==> src/rtl/video_avm_cfg_master.sv <==
// Queues register-write commands and replays them as Avalon-MM writes,
// optionally holding them back until the video timing is in blanking.
module video_avm_cfg_master #(
    parameter int ADDR_SIZE  = 1,
    parameter int DATA_SIZE  = 32,
    parameter int DEPTH      = 4,
    parameter int SYNC_BLANK = 1
) (
    input  logic                     sys_clk,
    input  logic                     sys_rst,
    input  logic                     cmd_vld,
    output logic                     cmd_rdy,
    input  logic [ADDR_SIZE-1:0]     cmd_address,
    input  logic [DATA_SIZE-1:0]     cmd_writedata,
    input  logic                     frame_display,
    output logic [ADDR_SIZE-1:0]     avm_address,
    output logic                     avm_write,
    output logic [DATA_SIZE-1:0]     avm_writedata,
    input  logic                     avm_waitrequest,
    output logic [$clog2(DEPTH):0]   cmd_count,
    output logic                     busy
);

    localparam int PW = $clog2(DEPTH);
    localparam int CW = PW + 1;
    localparam logic [CW-1:0] DEPTH_C = CW'(DEPTH);

    typedef enum logic {
        IDLE,
        WRITE
    } state_t;

    state_t state;

    logic [ADDR_SIZE-1:0] addr_mem [DEPTH];
    logic [DATA_SIZE-1:0] data_mem [DEPTH];
    logic [PW-1:0]        wr_ptr;
    logic [PW-1:0]        rd_ptr;
    logic [PW-1:0]        rd_next;

    logic push;
    logic pop;
    logic permit;
    logic more;

    assign cmd_rdy = (cmd_count < DEPTH_C);
    assign push    = cmd_vld && cmd_rdy && !sys_rst;
    assign pop     = (state == WRITE) && !avm_waitrequest;
    assign permit  = (SYNC_BLANK == 0) || !frame_display;
    // The in-flight write is still counted, so a follow-on entry exists only
    // if more than one was present before this cycle's pop.
    assign more    = (cmd_count > CW'(1));
    assign rd_next = rd_ptr + PW'(1);
    assign busy    = (cmd_count != '0) || avm_write;

    // Command storage; contents need no reset since pointers gate validity.
    always_ff @(posedge sys_clk) begin
        if (push) begin
            addr_mem[wr_ptr] <= cmd_address;
            data_mem[wr_ptr] <= cmd_writedata;
        end
    end

    // FIFO pointers and occupancy count.
    always_ff @(posedge sys_clk) begin
        if (sys_rst) begin
            wr_ptr    <= '0;
            rd_ptr    <= '0;
            cmd_count <= '0;
        end else begin
            if (push) wr_ptr <= wr_ptr + PW'(1);
            if (pop)  rd_ptr <= rd_next;
            case ({push, pop})
                2'b10:   cmd_count <= cmd_count + CW'(1);
                2'b01:   cmd_count <= cmd_count - CW'(1);
                default: cmd_count <= cmd_count;
            endcase
        end
    end

    // Write-issue FSM with registered Avalon outputs.
    always_ff @(posedge sys_clk) begin
        if (sys_rst) begin
            state         <= IDLE;
            avm_write     <= 1'b0;
            avm_address   <= '0;
            avm_writedata <= '0;
        end else begin
            case (state)
                IDLE: begin
                    if ((cmd_count != '0) && permit) begin
                        avm_address   <= addr_mem[rd_ptr];
                        avm_writedata <= data_mem[rd_ptr];
                        avm_write     <= 1'b1;
                        state         <= WRITE;
                    end
                end
                WRITE: begin
                    if (!avm_waitrequest) begin
                        if (more && permit) begin
                            avm_address   <= addr_mem[rd_next];
                            avm_writedata <= data_mem[rd_next];
                        end else begin
                            avm_write <= 1'b0;
                            state     <= IDLE;
                        end
                    end
                end
                default: begin
                    avm_write <= 1'b0;
                    state     <= IDLE;
                end
            endcase
        end
    end

endmodule

==> config.mk <==
export PLATFORM = sky130hd
export DESIGN_NAME = video_avm_cfg_master
export DESIGN_NICKNAME = d
export VERILOG_FILES = /design/src/rtl/video_avm_cfg_master.sv
export SDC_FILE = /design/constraint.sdc
export NUM_CORES = 1
export LEC_CHECK = 0
export ABC_CLOCK_PERIOD_IN_PS = 5600
export BUFFER_PORTS_ARGS = -buffer_cell sky130_fd_sc_hd__buf_2
export CAP_MARGIN = 5
export CORE_MARGIN = 2
export CORE_UTILIZATION = 30
export CTS_CLUSTER_SIZE = 10
export DETAILED_ROUTE_END_ITERATION = 12
export GPL_TIMING_DRIVEN = 0
export HOLD_SLACK_MARGIN = 0.15
export MAX_ROUTING_LAYER = met4
export PLACE_DENSITY = 0.57
export SLEW_MARGIN = 5
export SYNTH_ARGS = -nofsm -noshare
export SYNTH_HDL_FRONTEND = slang
export SYNTH_SLANG_ARGS = --single-unit
==> constraint.sdc <==
create_clock -name sys_clk -period 5.6 [get_ports sys_clk]
set_input_delay 0 -clock sys_clk [delete_from_list [all_inputs] [get_ports sys_clk]]
set_output_delay 0 -clock sys_clk [all_outputs]
set_load 0.01 [all_outputs]
Word level (Yosys, flattened, before mapping)
Memories as Yosys holds them, arrays and structs flattened. A register that Yosys moved wholly into a read port is not among the register bits.
Index checks and enable logic that the tools add are counted.
W data, S select, Z words.
{"block": "totals", "ff_bits": 42, "mem_bits_rw": 132, "inputBits": 38, "wordCells": 58, "memories": 2}
{"name": "data_mem", "depth": 4, "word_bits": 32, "rd": 2, "rd_ports_with_merged_regs": 1, "write_ports": 1, "line_no": "36", "text": "logic [DATA_SIZE-1:0] data_mem [DEPTH];"}
{"name": "addr_mem", "depth": 4, "word_bits": 1, "rd": 2, "rd_ports_with_merged_regs": 1, "write_ports": 1, "line_no": "35", "text": "logic [ADDR_SIZE-1:0] addr_mem [DEPTH];"}
{"block": "op_classes", "n_addsub": 4, "magnitude_cmp": 2, "eq_ne": 6, "muxes": 23, "n_bitwise": 1, "n_reduce_logical": 13}
{"op": "$mux W32", "n": 3}
{"op": "$pmux W32 S2", "n": 1}
{"op": "$mux W1", "n": 11}
{"op": "$mux W2", "n": 4}
{"op": "$ne A2 B2 Y1 const B", "n": 3}
{"op": "$pmux W1 S2", "n": 3}
{"op": "$pmux W3 S2", "n": 1}
{"op": "$reduce_and A3 Y1", "n": 2}
{"op": "$logic_and A1 B1 Y1", "n": 5}
{"op": "$add A2 B1 Y2 const B", "n": 2}
{"op": "$add A3 B1 Y3 const B", "n": 1}
{"op": "$gt A3 B1 Y1 const B", "n": 1}
{"op": "$logic_not A1 Y1", "n": 3}
{"op": "$lt A3 B3 Y1 const B", "n": 1}
{"op": "$reduce_bool A3 Y1", "n": 1}
{"op": "$sub A3 B1 Y3 const B", "n": 1}
{"op": "$eq A2 B1 Y1 const B", "n": 1}
{"op": "$eq A2 B2 Y1 const B", "n": 1}
{"op": "$ne A2 B1 Y1 const B", "n": 1}
{"op": "$reduce_bool A2 Y1", "n": 1}
{"op": "$logic_or A1 B1 Y1", "n": 1}
{"op": "$not A1 Y1", "n": 1}

Longest topological paths before layout
Gate-level depths: netlist (run 1).
{"block": "depth", "word_depth": 5, "mapped_depth": 8, "depth_no_buf": 6}

Least setup slack after synthesis (run 1)
Ideal clock, no wire load.
{"block": "synth_path", "path_kind": "register -> register", "start": "reg cmd_count[2]", "end": "mem addr_mem[0] (enable)", "setup_ns": 0.393, "arrival_time_ns": 1.624, "setup_slack_ns": 3.583, "stages_incl_launch_ff": 3, "path_buffers": 0, "synth_period_minus_slack_ns": 2.017, "path_cell_list": "dfxtp_1 > nor3b_2 > and2_1"}
{"block": "synth_between", "elab_chain_cells": 5}
{"item": "start, declared", "line_no": "20", "text": "output logic [$clog2(DEPTH):0] cmd_count,"}
{"item": "start signal, assigned", "line_no": "74", "text": "2'b10: cmd_count <= cmd_count + CW'(1);"}
{"item": "start signal, assigned", "line_no": "75", "text": "2'b01: cmd_count <= cmd_count - CW'(1);"}
{"item": "start signal, assigned", "line_no": "76", "text": "default: cmd_count <= cmd_count;"}
{"item": "$lt A3 B3 Y1", "line_no": "46", "text": "assign cmd_rdy = (cmd_count < DEPTH_C);"}
{"item": "$logic_and A1 B1 Y1 (2 in series)", "line_no": "47", "text": "assign push = cmd_vld && cmd_rdy && !sys_rst;"}
{"item": "$mux W1", "line_no": "58", "text": "if (push) begin"}
{"item": "$mux W1 (implied by the code)", "line_no": "59", "text": "addr_mem[wr_ptr] <= cmd_address;"}
{"item": "end, declared", "line_no": "35"}
Every way passes these cells.

Worst setup path in the final report (run 1)
{"block": "layout_path", "start": "reg cmd_count[0]", "end": "reg avm_writedata[6]"}
{"block": "layout_between", "elab_chain_cells": 4, "word_cells_on_any_way": 7}
{"item": "$gt A3 B1 Y1 / $reduce_bool A3 Y1 (equally long branches)", "line_no": "52, 91"}
{"item": "$logic_and A1 B1 Y1, on equally long branches", "line_no": "100, 91"}
{"item": "$ne A2 B1 Y1 (no source line) / $ne A2 B2 Y1 (equally long branches)"}
{"item": "$reduce_and A3 Y1 (no source line) *"}
{"item": "end signal, assigned", "line_no": "93", "text": "avm_writedata <= data_mem[rd_ptr];"}
{"item": "end signal, assigned", "line_no": "102", "text": "avm_writedata <= data_mem[rd_next];"}
{"item": "end, declared", "line_no": "18", "text": "output logic [DATA_SIZE-1:0] avm_writedata,"}
Every way passes the cells marked *; elsewhere a longest branch is shown, timed or not.
A chain may end at the register's enable or synchronous reset.

==> Implementation_results.wiki, run 1 <==
{| class="wikitable"
! Metric !! Value
|-
| Count of flip-flops with a built-in enable after synthesis || 132
|-
| RSZ-0062 raised after global routing || no
|-
| Power density normalized to cell area || 330 nW/um^2
|-
| First-pass GRT wire length || 28500 um
|-
| Die X-Extent || 167 um
|-
| Final standard cell area without fillers || 9850 sq um
|-
| Filler instances || 2425
|-
| Number of register bits inferred by synthesis || 176
|-
| Start of the worst register-to-register path || cmd_count[0]
|-
| Max Cap Viol || 0
|-
| DP Wirelength || 12200 um
|-
| Number of gates on the worst path with buffers counted || 7
|-
| Total of warnings raised by yosys || 0
|-
| Register Area || 4840 sq um
|-
| Post-synth top area cell || edfxtp_1
|-
| Max incr delay on CP || 530 ps
|-
| Sequential fraction of the synthesis area || 60.5%
|-
| Leakage || 3.28 nW
|-
| CTS clk-pin slew, worst paths || 70 ps
|-
| Final-report max-slew violation count || 0
|-
| Simple-Gate Fraction of Synth Area || 1.98%
|-
| Share of synthesized registers carrying an async set or reset || 0%
|-
| # DRC || 3
|-
| Cell mode on critical path || buf_12
|-
| Critical Path End Type || register
|-
| Area used by multi-input combinational logic || 2780 sq um
|-
| Synthesized instance count || 431
|-
| Number of buffers on the longest clock path || 2
|-
| Final clock skew || 15.0 ps
|-
| Iteration count of the initial detailed-routing pass || 8
|-
| CP bufs+invs || 3
|-
| Routed Antenna Nets || 0
|-
| Cts repair resizes || 0
|-
| Distinct cell type count after synthesis || 36
|-
| CTS buffer count || 17
|-
| Endpoints failing hold || 0
|-
| Layout Utilization || 37.7%
|-
| Initial Util || 30.6%
|-
| Number of rows in the core area || 59
|-
| Number of endpoints failing setup at the final stage || 0
|-
| Area growth, synth to finish || 23.1%
|-
| Startpoint Class || register
|-
| Result of the run || finished with violations
|-
| Clock tree from TritonCTS || done
|-
| GP Congestion || 0.684
|-
| Num Clock Sinks || 176
|-
| Fraction of layout cells with a size suffix above 1 || 42.5%
|-
| Buffers added on ports || 75
|-
| DR vias/cell || 4.86
|-
| Req. time, crit path || 5900 ps
|-
| Root buffer selected by CTS || clkbuf_16
|-
| Ordered cell list for the critical path || inv_1, ha_1, a221oi_4, and2_4, buf_12, buf_12, a211oi_2
|-
| Adder and majority cell fraction of the synthesized area || 1.41%
|-
| Post-synthesis mux area share || 22.9%
|-
| Worst Hold Class || in2reg
|-
| Cell family contributing the most delay on the critical path || compound AO/OA/AOI/OAI gates
|-
| Final critical-path share of the clock period || 36.5%
|-
| Synth Area in Compound Gates || 7.83%
|-
| Syn_nets || 478
|-
| Leading post-synthesis cells by instance count || edfxtp_1 (132), mux4_2 (64), dfxtp_1 (44)
|-
| Synthesized area per cell || 18.6 sq um
|-
| CP max FO || 10
|-
| Number of antenna violations at the first check in global routing || 1
|-
| Via count || 4448
|-
| Maximum number of pins on one net before global-route repair || 19
|-
| Violated checks || DRC
|-
| Highest ir drop seen on vdd || 170 uV
|-
| Largest family of logic cells by synthesized area || multiplexers
|-
| Worst setup path endpoint || avm_writedata[6]
|-
| Core region area || 26100 sq um
|-
| Vias in the first global route || 4938
|-
| CP Data Arrival Time || 2340 ps
|-
| Routed len/inst || 19.8 um
|-
| Cell with the largest stage delay on the worst path || a221oi_4
|-
| Most numerous cell in the Yosys netlist || edfxtp_1
|-
| Number of levels the H-tree was split into || 4
|-
| Share of the synthesized area in the top cell type || 49.5%
|-
| Die H || 167 um
|-
| Slew headroom || 59.5%
|-
| Top achievable clock speed || 489 MHz
|-
| Synthesized cell area || 8010 sq um
|-
| Overall global routing resource usage || 14.0%
|-
| Drt initial violations || 234
|-
| Number of cells traversed by the worst register-to-register path || 7
|-
| Overall overflow remaining after global route || 0
|-
| Die Outline Area || 28000 sq um
|-
| Synthesized-area fraction occupied by xor and xnor cells || 0.547%
|-
| Placed cell areas || 8920 sq um
|-
| Reg-to-Reg End || avm_writedata[6]
|-
| Number of nets at the end of the flow || 613
|-
| Minimum clock period after layout || 2040 ps
|-
| Top flip-flop cell by instance count after synthesis || edfxtp_1
|-
| FF-to-FF setup slack || 3560 ps
|-
| Clk_lat worst skew || 430 ps
|-
| Worst slew pin tran || 608 ps
|-
| Cells taking the most area after synthesis || edfxtp_1 (50%), mux4_2 (18%), dfxtp_1 (11%)
|-
| Accumulated negative setup slack || 0 ps
|-
| Final wirelength || 18100 um
|-
| Type of the setup path with the least slack || reg2reg
|-
| IO Count || 77
|-
| Start point of the critical path || cmd_count[0]
|}
power by group:
part	switching [mW]	internal [mW]	leakage (nW)
Clock	0.503	0.630	0.277
Combinational	0.306	0.289	1.44
Sequential	0.0457	1.48	1.56
worst min path at each step:
stage	start	end	slack [ps]	depth (start not counted)
final	cmd_writedata[22]	data_mem[3][22]	310	2
after floorplan	cmd_address	addr_mem[0]	100	0
after CTS	cmd_writedata[21]	data_mem[0][21]	310	2
after detailed placement	cmd_writedata[3]	data_mem[3][3]	220	1
after global routing	cmd_writedata[22]	data_mem[0][22]	310	2
after global placement	cmd_writedata[31]	data_mem[1][31]	210	1
through the flow:
stage	setup slack, ps	power [mW]	hold slack (ps)	cells
floorplan	3580	1.96	98.9	431
global placement	2750	2.12	212	841
detailed placement	3540	2.14	217	845
CTS	3530	3.30	308	914
global route	3400	3.41	314	915
finish	3560	3.26	315	915
cell families (layout without fill, tap and decap cells):
group,count (synthesis),after routing
AO/OA/AOI/OAI,73,73
other,0,1
AND/OR/NAND/NOR,27,27
buffers and inverters,41,189
flip-flops,176,176
XOR/XNOR,5,5
adder cells (fa/ha/maj),9,9
multiplexers,100,100
registers in the layout, indices dropped and copies added (netlist names), named ones only:
name and cells:
state 1, addr_mem 4, wr_ptr 2, avm_write 1, data_mem 128, avm_writedata 32, rd_ptr 2, avm_address 1
cmd_count 3
metal layers:
metal / track usage (%) / part of all wire (%) / routed length (um) / vias up
met1: 17.1 / 45 / 8060 / 2281
met5: - / 0 / 0 / -
met4: 4.23 / 1.4 / 250 / 0
li1: - / - / - / 2041
met3: 3.00 / 3.8 / 681 / 19
met2: 23.6 / 50 / 9090 / 107
placed cells by master (no fill, tap or decap), types with 4 or more instances in the layout:
master,count
a211oi_1,4
a211oi_2,30
a21oi_1,35
and2_2,4
buf_12,4
buf_16,4
buf_2,83
buf_4,7
buf_6,6
clkbuf_16,17
clkbuf_8,7
dfxtp_1,44
dlygate4sd3_1,37
edfxtp_1,132
ha_1,9
inv_1,6
inv_6,5
mux2i_1,34
mux4_2,64
nor2_1,9
area by class of cell:
cell class	count	share of cell area (%)
clock buffer	18	4.46
tap	335	4.25
sequential	176	49.2
inverter	6	0.229
antenna	1	0.0254
buffer	35	3.71
timing repair buffer	116	8.68
clock inverter	14	1.28
multi-input combinational	214	28.2
what timing repair did:
action	4_1_cts	5_1_grt
hold buffers	37	0
endpoints found under the hold margin	176	0
setup endpoints to repair	0	0
setup buffers	0	0
Note: power is estimated with default switching activity, not from simulation.
==> inputs of run 2 (changes only) <==
--- a/config.mk
+++ b/config.mk
@@ -5,7 +5,7 @@
 export SDC_FILE = /design/constraint.sdc
 export NUM_CORES = 1
 export LEC_CHECK = 0
-export ABC_CLOCK_PERIOD_IN_PS = 5600
+export ABC_CLOCK_PERIOD_IN_PS = 1800
 export BUFFER_PORTS_ARGS = -buffer_cell sky130_fd_sc_hd__buf_2
 export CAP_MARGIN = 5
 export CORE_MARGIN = 2
@@ -15,7 +15,7 @@
 export GPL_TIMING_DRIVEN = 0
 export HOLD_SLACK_MARGIN = 0.15
 export MAX_ROUTING_LAYER = met4
-export PLACE_DENSITY = 0.57
+export PLACE_DENSITY = 0.59
 export SLEW_MARGIN = 5
 export SYNTH_ARGS = -nofsm -noshare
 export SYNTH_HDL_FRONTEND = slang
==> constraint.sdc (replaced) <==
create_clock -name sys_clk -period 1.8 [get_ports sys_clk]
set_input_delay 0 -clock sys_clk [delete_from_list [all_inputs] [get_ports sys_clk]]
set_output_delay 0 -clock sys_clk [all_outputs]
set_load 0.01 [all_outputs]
==> run 2 against run 1 <==
  * The flow still finishes with violations (DRC)
  * Flip-flop and latch count did not move
  * Clock skew fell by 4.3 ps
  * Total power rose to 3.2 times the previous value
  * Final cell count rose by 0.11%
==> Implementation_results.wiki, run 2 (same netlist as run 1, synthesis figures left out) <==
{| class="wikitable"
! Metric !! Value
|-
| Result of the run || finished with violations
|-
| Violated checks || DRC
|-
| DR vias/cell || 4.84 (-0.45%)
|-
| Die Outline Area || 28000 sq um (unchanged)
|-
| Drt initial violations || 305 (+30%)
|-
| Worst setup path endpoint || avm_writedata[17]
|-
| Clock tree from TritonCTS || done
|-
| CP Data Arrival Time || 2010 ps (-330 ps)
|-
| # DRC || 7 (+4)
|-
| Final std cells w/o fill || 916 (+0.11%)
|-
| Final wirelength || 17700 um (-2.1%)
|-
| Design Power || 10.4 mW (+220%)
|-
| Worst slew pin tran || 614 ps (+6.20 ps)
|-
| Routed Antenna Nets || 0 (unchanged)
|-
| DP Worst Slack || -423 ps (-3960 ps)
|-
| Final-report max-slew violation count || 0 (unchanged)
|-
| CTS buffer count || 17 (unchanged)
|-
| Root buffer selected by CTS || clkbuf_16
|-
| Leakage || 3.30 nW (+0.66%)
|-
| Number of buffers on the longest clock path || 2 (unchanged)
|-
| Number of levels the H-tree was split into || 4 (unchanged)
|-
| Core region area || 26100 sq um (unchanged)
|-
| Startpoint Class || register
|-
| Via count || 4433 (-0.34%)
|-
| GP Congestion || 0.717 (+4.7%)
|-
| Routed len/inst || 19.3 um (-2.2%)
|-
| Accumulated negative setup slack || 0 ps (unchanged)
|-
| Req. time, crit path || 2100 ps (-3800 ps)
|-
| Flip-flop count of the largest register after layout || 128 (unchanged)
|-
| CP max FO || 10 (unchanged)
|-
| Top library cells by usage in the layout, fill and taps aside || edfxtp_1 (132), buf_2 (83), mux4_2 (64), dfxtp_1 (40), dlygate4sd3_1 (37)
|-
| RSZ-0062 raised after global routing || yes
|-
| FF-to-FF setup slack || 90 ps (-3460 ps)
|-
| Layout Utilization || 38.0% (+0.25 points)
|-
| Top achievable clock speed || 586 MHz (+20%)
|-
| Number of nets at the end of the flow || 615 (+0.33%)
|-
| DP Wirelength || 11400 um (-6.8%)
|-
| Final clock skew || 10.7 ps (-4.30 ps)
|-
| Most common cell after layout, fill and taps aside || edfxtp_1
|-
| Num Clock Sinks || 176 (unchanged)
|-
| Max Cap Viol || 0 (unchanged)
|-
| Critical Path End Type || register
|-
| CTS clk-pin slew, worst paths || 70 ps (about the same)
|-
| Initial Util || 30.6% (unchanged)
|-
| Top Registers || data_mem x128, avm_writedata x32, addr_mem x4
|-
| Start point of the worst hold path || cmd_writedata[27]
|-
| Iteration count of the initial detailed-routing pass || 8 (unchanged)
|-
| Number of endpoints failing setup at the final stage || 0 (unchanged)
|-
| Vias in the first global route || 4920 (-0.36%)
|-
| Number of cells traversed by the worst register-to-register path || 5 (-2)
|-
| Overall overflow remaining after global route || 0 (unchanged)
|-
| Reg-to-Reg End || avm_writedata[17]
|-
| Buffers added on ports || 75 (unchanged)
|-
| Register bank with the most flops || data_mem
|-
| Minimum setup slack in the final design || 92.7 ps (-3460 ps)
|-
| IO Count || 77 (unchanged)
|-
| Type of the setup path with the least slack || reg2reg
|-
| Die H || 167 um (unchanged)
|-
| Endpoints failing hold || 0 (unchanged)
|-
| Final critical-path share of the clock period || 94.8% (+58 points)
|-
| Fraction of layout cells with a size suffix above 1 || 44.5% (+2.0 points)
|-
| Maximum number of pins on one net before global-route repair || 34 (+15)
|-
| First-pass GRT wire length || 28100 um (-1.4%)
|-
| Die X-Extent || 167 um (unchanged)
|-
| Clk_lat worst skew || 420 ps (about the same)
|-
| Power density normalized to cell area || 1050 nW/um^2 (+220%)
|-
| Highest ir drop seen on vdd || 797 uV (+370%)
|-
| Worst Hold Class || in2reg
|-
| Placed instance count || 841 (-0.47%)
|-
| Number of antenna violations at the first check in global routing || 1 (unchanged)
|-
| Overall global routing resource usage || 13.7% (-0.33 points)
|-
| Number of rows in the core area || 59 (unchanged)
|-
| Minimum clock period after layout || 1710 ps (-337 ps)
|-
| Area growth, synth to finish || 23.9%
|-
| Slew headroom || 59.1% (-0.41 points)
|}
==> run 2: cell count changes in the layout (fill, tap and decap cells not counted), sizes merged <==
cell,change
buf,+2
bufinv,+2
clkbuf,+2
clkinv,-2
inv,-2
dlygate4sd1,-1
==> run 2: area by class of cell <==
cell class | instances | area [sq um]
fill | 2422 | 16200
sequential | 176 | 4850
multi-input combinational | 214 | 2820
timing repair buffer | 118 | 803
clock buffer | 19 | 443
tap | 335 | 419
buffer | 35 | 402
clock inverter | 12 | 159
inverter | 6 | 22.5
antenna | 1 | 2.50
==> run 2: metrics by stage <==
stage | hold WS (ps) | cell area (sq um)
2_1_floorplan | 98.9 | 8010
3_3_place_gp | 212 | 8810
3_5_place_dp | 216 | 8810
4_1_cts | 307 | 9840
5_1_grt | 318 | 9920
6_report | 331 | 9920
==> run 2: where the power goes <==
group / internal (mW) / switching (mW)
clock: 2.23 / 1.50
sequential: 4.62 / 0.149
combinational: 0.943 / 0.965
total: 7.79 / 2.61
==> run 2: per-layer routing <==
| metal | vias up | wire (um) | part of all wire, % | GRT usage [%] |
|---|---|---|---|---|
| met5 | - | 0 | 0 | - |
| met4 | 0 | 195 | 1.1 | 3.74 |
| met3 | 15 | 814 | 4.6 | 3.52 |
| met2 | 101 | 9190 | 52 | 23.1 |
| met1 | 2280 | 7500 | 42 | 16.4 |
| li1 | 2037 | - | - | - |
==> run 2: what timing repair did <==
item / 4_1_cts / 5_1_grt
setup buffers: 3 / 3
pin swaps: 2 / 3
endpoints found under the setup margin: 167 / 62
hold buffers: 37 / 0
gates resized for setup: 11 / 18
endpoints found under the hold margin: 176 / 0
==> run 2: worst max-delay path, cell delays in order (launching register included) <==
cell      delay, ps
dfxtp_1         300
buf_2           230
buf_6           230
mux4_2          510
mux2i_1         210
a211oi_2        100
==> run 2: worst min-delay path by stage <==
stage,slack [ps],to,cells past startpoint
after detailed placement,220,data_mem[0][9],1
after floorplan,100,addr_mem[0],0
after CTS,310,data_mem[3][26],2
after global routing,320,data_mem[3][21],2
final,330,data_mem[0][27],2
after global placement,210,data_mem[3][23],1
==> inputs of run 3 (changes only) <==
--- a/config.mk
+++ b/config.mk
@@ -15,7 +15,7 @@
 export GPL_TIMING_DRIVEN = 0
 export HOLD_SLACK_MARGIN = 0.15
 export MAX_ROUTING_LAYER = met4
-export PLACE_DENSITY = 0.59
+export PLACE_DENSITY = 0.49
 export SLEW_MARGIN = 5
 export SYNTH_ARGS = -nofsm -noshare
 export SYNTH_HDL_FRONTEND = slang
==> run 3 against run 2 <==
  * The flow still finishes with violations (DRC)
  * Sequential share of layout area increased by 0.20 points
  * Clock skew increased by 4.5 ps
  * Die area unchanged
  * Hold slack got worse by 140 ps
  * Sequential power about the same
  * Critical path type unchanged
  * Critical endpoint is now avm_writedata[23]
  * Largest power group unchanged
==> Implementation_results.wiki, run 3 (same netlist as run 1, synthesis figures left out) <==
{| class="wikitable"
! Metric !! Value
|-
| Clk_lat worst skew || 420 ps (about the same)
|-
| Overall global routing resource usage || 14.4% (+0.65 points)
|-
| Die X-Extent || 167 um (unchanged)
|-
| Root buffer selected by CTS || clkbuf_16
|-
| Endpoints failing hold || 0 (unchanged)
|-
| Top achievable clock speed || 564 MHz (-3.7%)
|-
| Layout Utilization || 37.8% (-0.17 points)
|-
| Register Area || 4850 sq um (about the same)
|-
| Overall overflow remaining after global route || 0 (unchanged)
|-
| Max Cap Viol || 0 (unchanged)
|-
| Initial Util || 30.6% (unchanged)
|-
| Drt initial violations || 269 (-12%)
|-
| Clock tree from TritonCTS || done
|-
| Area used by multi-input combinational logic || 2860 sq um (+1.5%)
|-
| Via count || 4483 (+1.1%)
|-
| IO Count || 77 (unchanged)
|-
| CP Data Arrival Time || 2070 ps (+60 ps)
|-
| Worst hold margin || 193 ps (-138 ps)
|-
| Routed len/inst || 20.4 um (+5.8%)
|-
| Final clock skew || 15.2 ps (+4.51 ps)
|-
| Startpoint Class || register
|-
| DR vias/cell || 4.87 (+0.69%)
|-
| Number of nets at the end of the flow || 618 (+0.49%)
|-
| CP max FO || 10 (unchanged)
|-
| DP Wirelength || 11200 um (-1.7%)
|-
| Area growth, synth to finish || 23.4%
|-
| Filler instances || 2452 (+1.2%)
|-
| Minimum clock period after layout || 1770 ps (+65.3 ps)
|-
| Num Clock Sinks || 176 (unchanged)
|-
| Worst Hold Class || in2reg
|-
| Most common cell after layout, fill and taps aside || edfxtp_1
|-
| Routed Antenna Nets || 0 (unchanged)
|-
| Final-report max-slew violation count || 0 (unchanged)
|-
| Number of levels the H-tree was split into || 4 (unchanged)
|-
| Critical Path End Type || register
|-
| Buffers added on ports || 75 (unchanged)
|-
| Final critical-path share of the clock period || 98.5% (+3.6 points)
|-
| Vias in the first global route || 4762 (-3.2%)
|-
| Top Registers || data_mem x128, avm_writedata x32, addr_mem x4
|-
| RSZ-0062 raised after global routing || yes
|-
| Req. time, crit path || 2100 ps (about the same)
|-
| Number of rows in the core area || 59 (unchanged)
|-
| Register bank with the most flops || data_mem
|-
| Fraction of layout cells with a size suffix above 1 || 44.3% (-0.13 points)
|-
| Worst slew pin tran || 360 ps (-254 ps)
|-
| Top library cells by usage in the layout, fill and taps aside || edfxtp_1 (132), buf_2 (82), mux4_2 (64), dfxtp_1 (41), dlygate4sd3_1 (36)
|-
| FF-to-FF setup slack || 30 ps (-70 ps)
|-
| Iteration count of the initial detailed-routing pass || 8 (unchanged)
|-
| # DRC || 7 (unchanged)
|-
| Type of the setup path with the least slack || reg2reg
|-
| Number of endpoints failing setup at the final stage || 0 (unchanged)
|-
| CTS buffer count || 17 (unchanged)
|-
| Die Outline Area || 28000 sq um (unchanged)
|-
| CTS clk-pin slew, worst paths || 60 ps (about the same)
|-
| Slew headroom || 76.0% (+17 points)
|-
| Final wirelength || 18800 um (+6.3%)
|-
| GP Congestion || 0.684 (-4.5%)
|-
| Power density normalized to cell area || 1020 nW/um^2 (-2.9%)
|-
| Number of antenna violations at the first check in global routing || 1 (unchanged)
|-
| Number of buffers on the longest clock path || 2 (unchanged)
|-
| Maximum number of pins on one net before global-route repair || 18 (-47%)
|-
| Core region area || 26100 sq um (unchanged)
|-
| Flip-flop count of the largest register after layout || 128 (unchanged)
|-
| Result of the run || finished with violations
|-
| First-pass GRT wire length || 28800 um (+2.3%)
|-
| Leakage || 3.27 nW (-0.92%)
|-
| Highest ir drop seen on vdd || 544 uV (-32%)
|-
| Violated checks || DRC
|-
| Die H || 167 um (unchanged)
|}
run 3: cell types whose count changed in the layout (fill, tap and decap cells not counted), moves of 2 or more:
| cell | delta |
|---|---|
| and2_4 | +4 |
| clkbuf_1 | +3 |
| buf_6 | +2 |
| buf_8 | -2 |
| bufinv_16 | -2 |
| clkinv_1 | +2 |
| clkinvlp_4 | +2 |
| inv_6 | -2 |
| mux2i_1 | -2 |
run 3: routing by layer:
layer  GRT usage (%)  part of all wire (%)  vias to the layer above
met3            2.79                   4.3                       20
met1            18.4                    46                     2302
met4            4.39                   1.3                        0
li1                -                     -                     2051
met5               -                     0                        -
met2            23.3                    48                      110
run 3: critical path, cell delays in order (launching register included):
cell      delay (ps)
dfxtp_1          310
buf_1            290
buf_2            390
mux4_2           350
mux2i_1          220
a211oi_2         100
run 3: through the flow:
stage / total power [mW] / setup WS [ps] / cell area, sq um / instances / setup TNS [ps]
4_1_cts: 10.1 / -35.8 / 9810 / 917 / -108
3_5_place_dp: 6.63 / -440 / 8810 / 841 / -63070
3_3_place_gp: 6.60 / -395 / 8810 / 841 / -57690
2_1_floorplan: 6.08 / 36.9 / 8010 / 431 / 0
6_report: 10.1 / 27.4 / 9880 / 920 / 0
5_1_grt: 10.5 / -54.6 / 9880 / 920 / -257
run 3: what timing repair did:
action,CTS,global route
setup buffers,4,2
pin swaps,6,1
gates cloned,4,0
hold endpoints to repair,176,0
resized for setup,17,17
hold buffers,36,0
setup endpoints to repair,166,31
run 3: worst paths after layout:
path | to | startpoint | cells after the start
min reg2reg | avm_writedata[5] | avm_writedata[5] | 2
max | avm_writedata[23] | register | 5
max reg2reg | avm_writedata[23] | register | 5
min | wr_ptr[1] | cmd_vld | 4
run 3: report_power, final:
| group | total, mW | switching, mW | leakage [nW] | internal (mW) |
|---|---|---|---|---|
| Combinational | 1.93 | 0.977 | 1.46 | 0.955 |
| Sequential | 4.75 | 0.138 | 1.56 | 4.62 |
| Clock | 3.37 | 1.48 | 0.252 | 1.89 |
run 3: area by class of cell:
| class | count | share of cell area (%) |
|---|---|---|
| Inverter | 6 | 0.228 |
| Clock buffer | 21 | 4.46 |
| Sequential cell | 176 | 49.1 |
| Multi-Input combinational cell | 218 | 28.9 |
| Buffer | 35 | 4.02 |
| Clock inverter | 11 | 0.937 |
| Tap cell | 335 | 4.24 |
| Timing Repair Buffer | 117 | 8.03 |
| Antenna cell | 1 | 0.0253 |
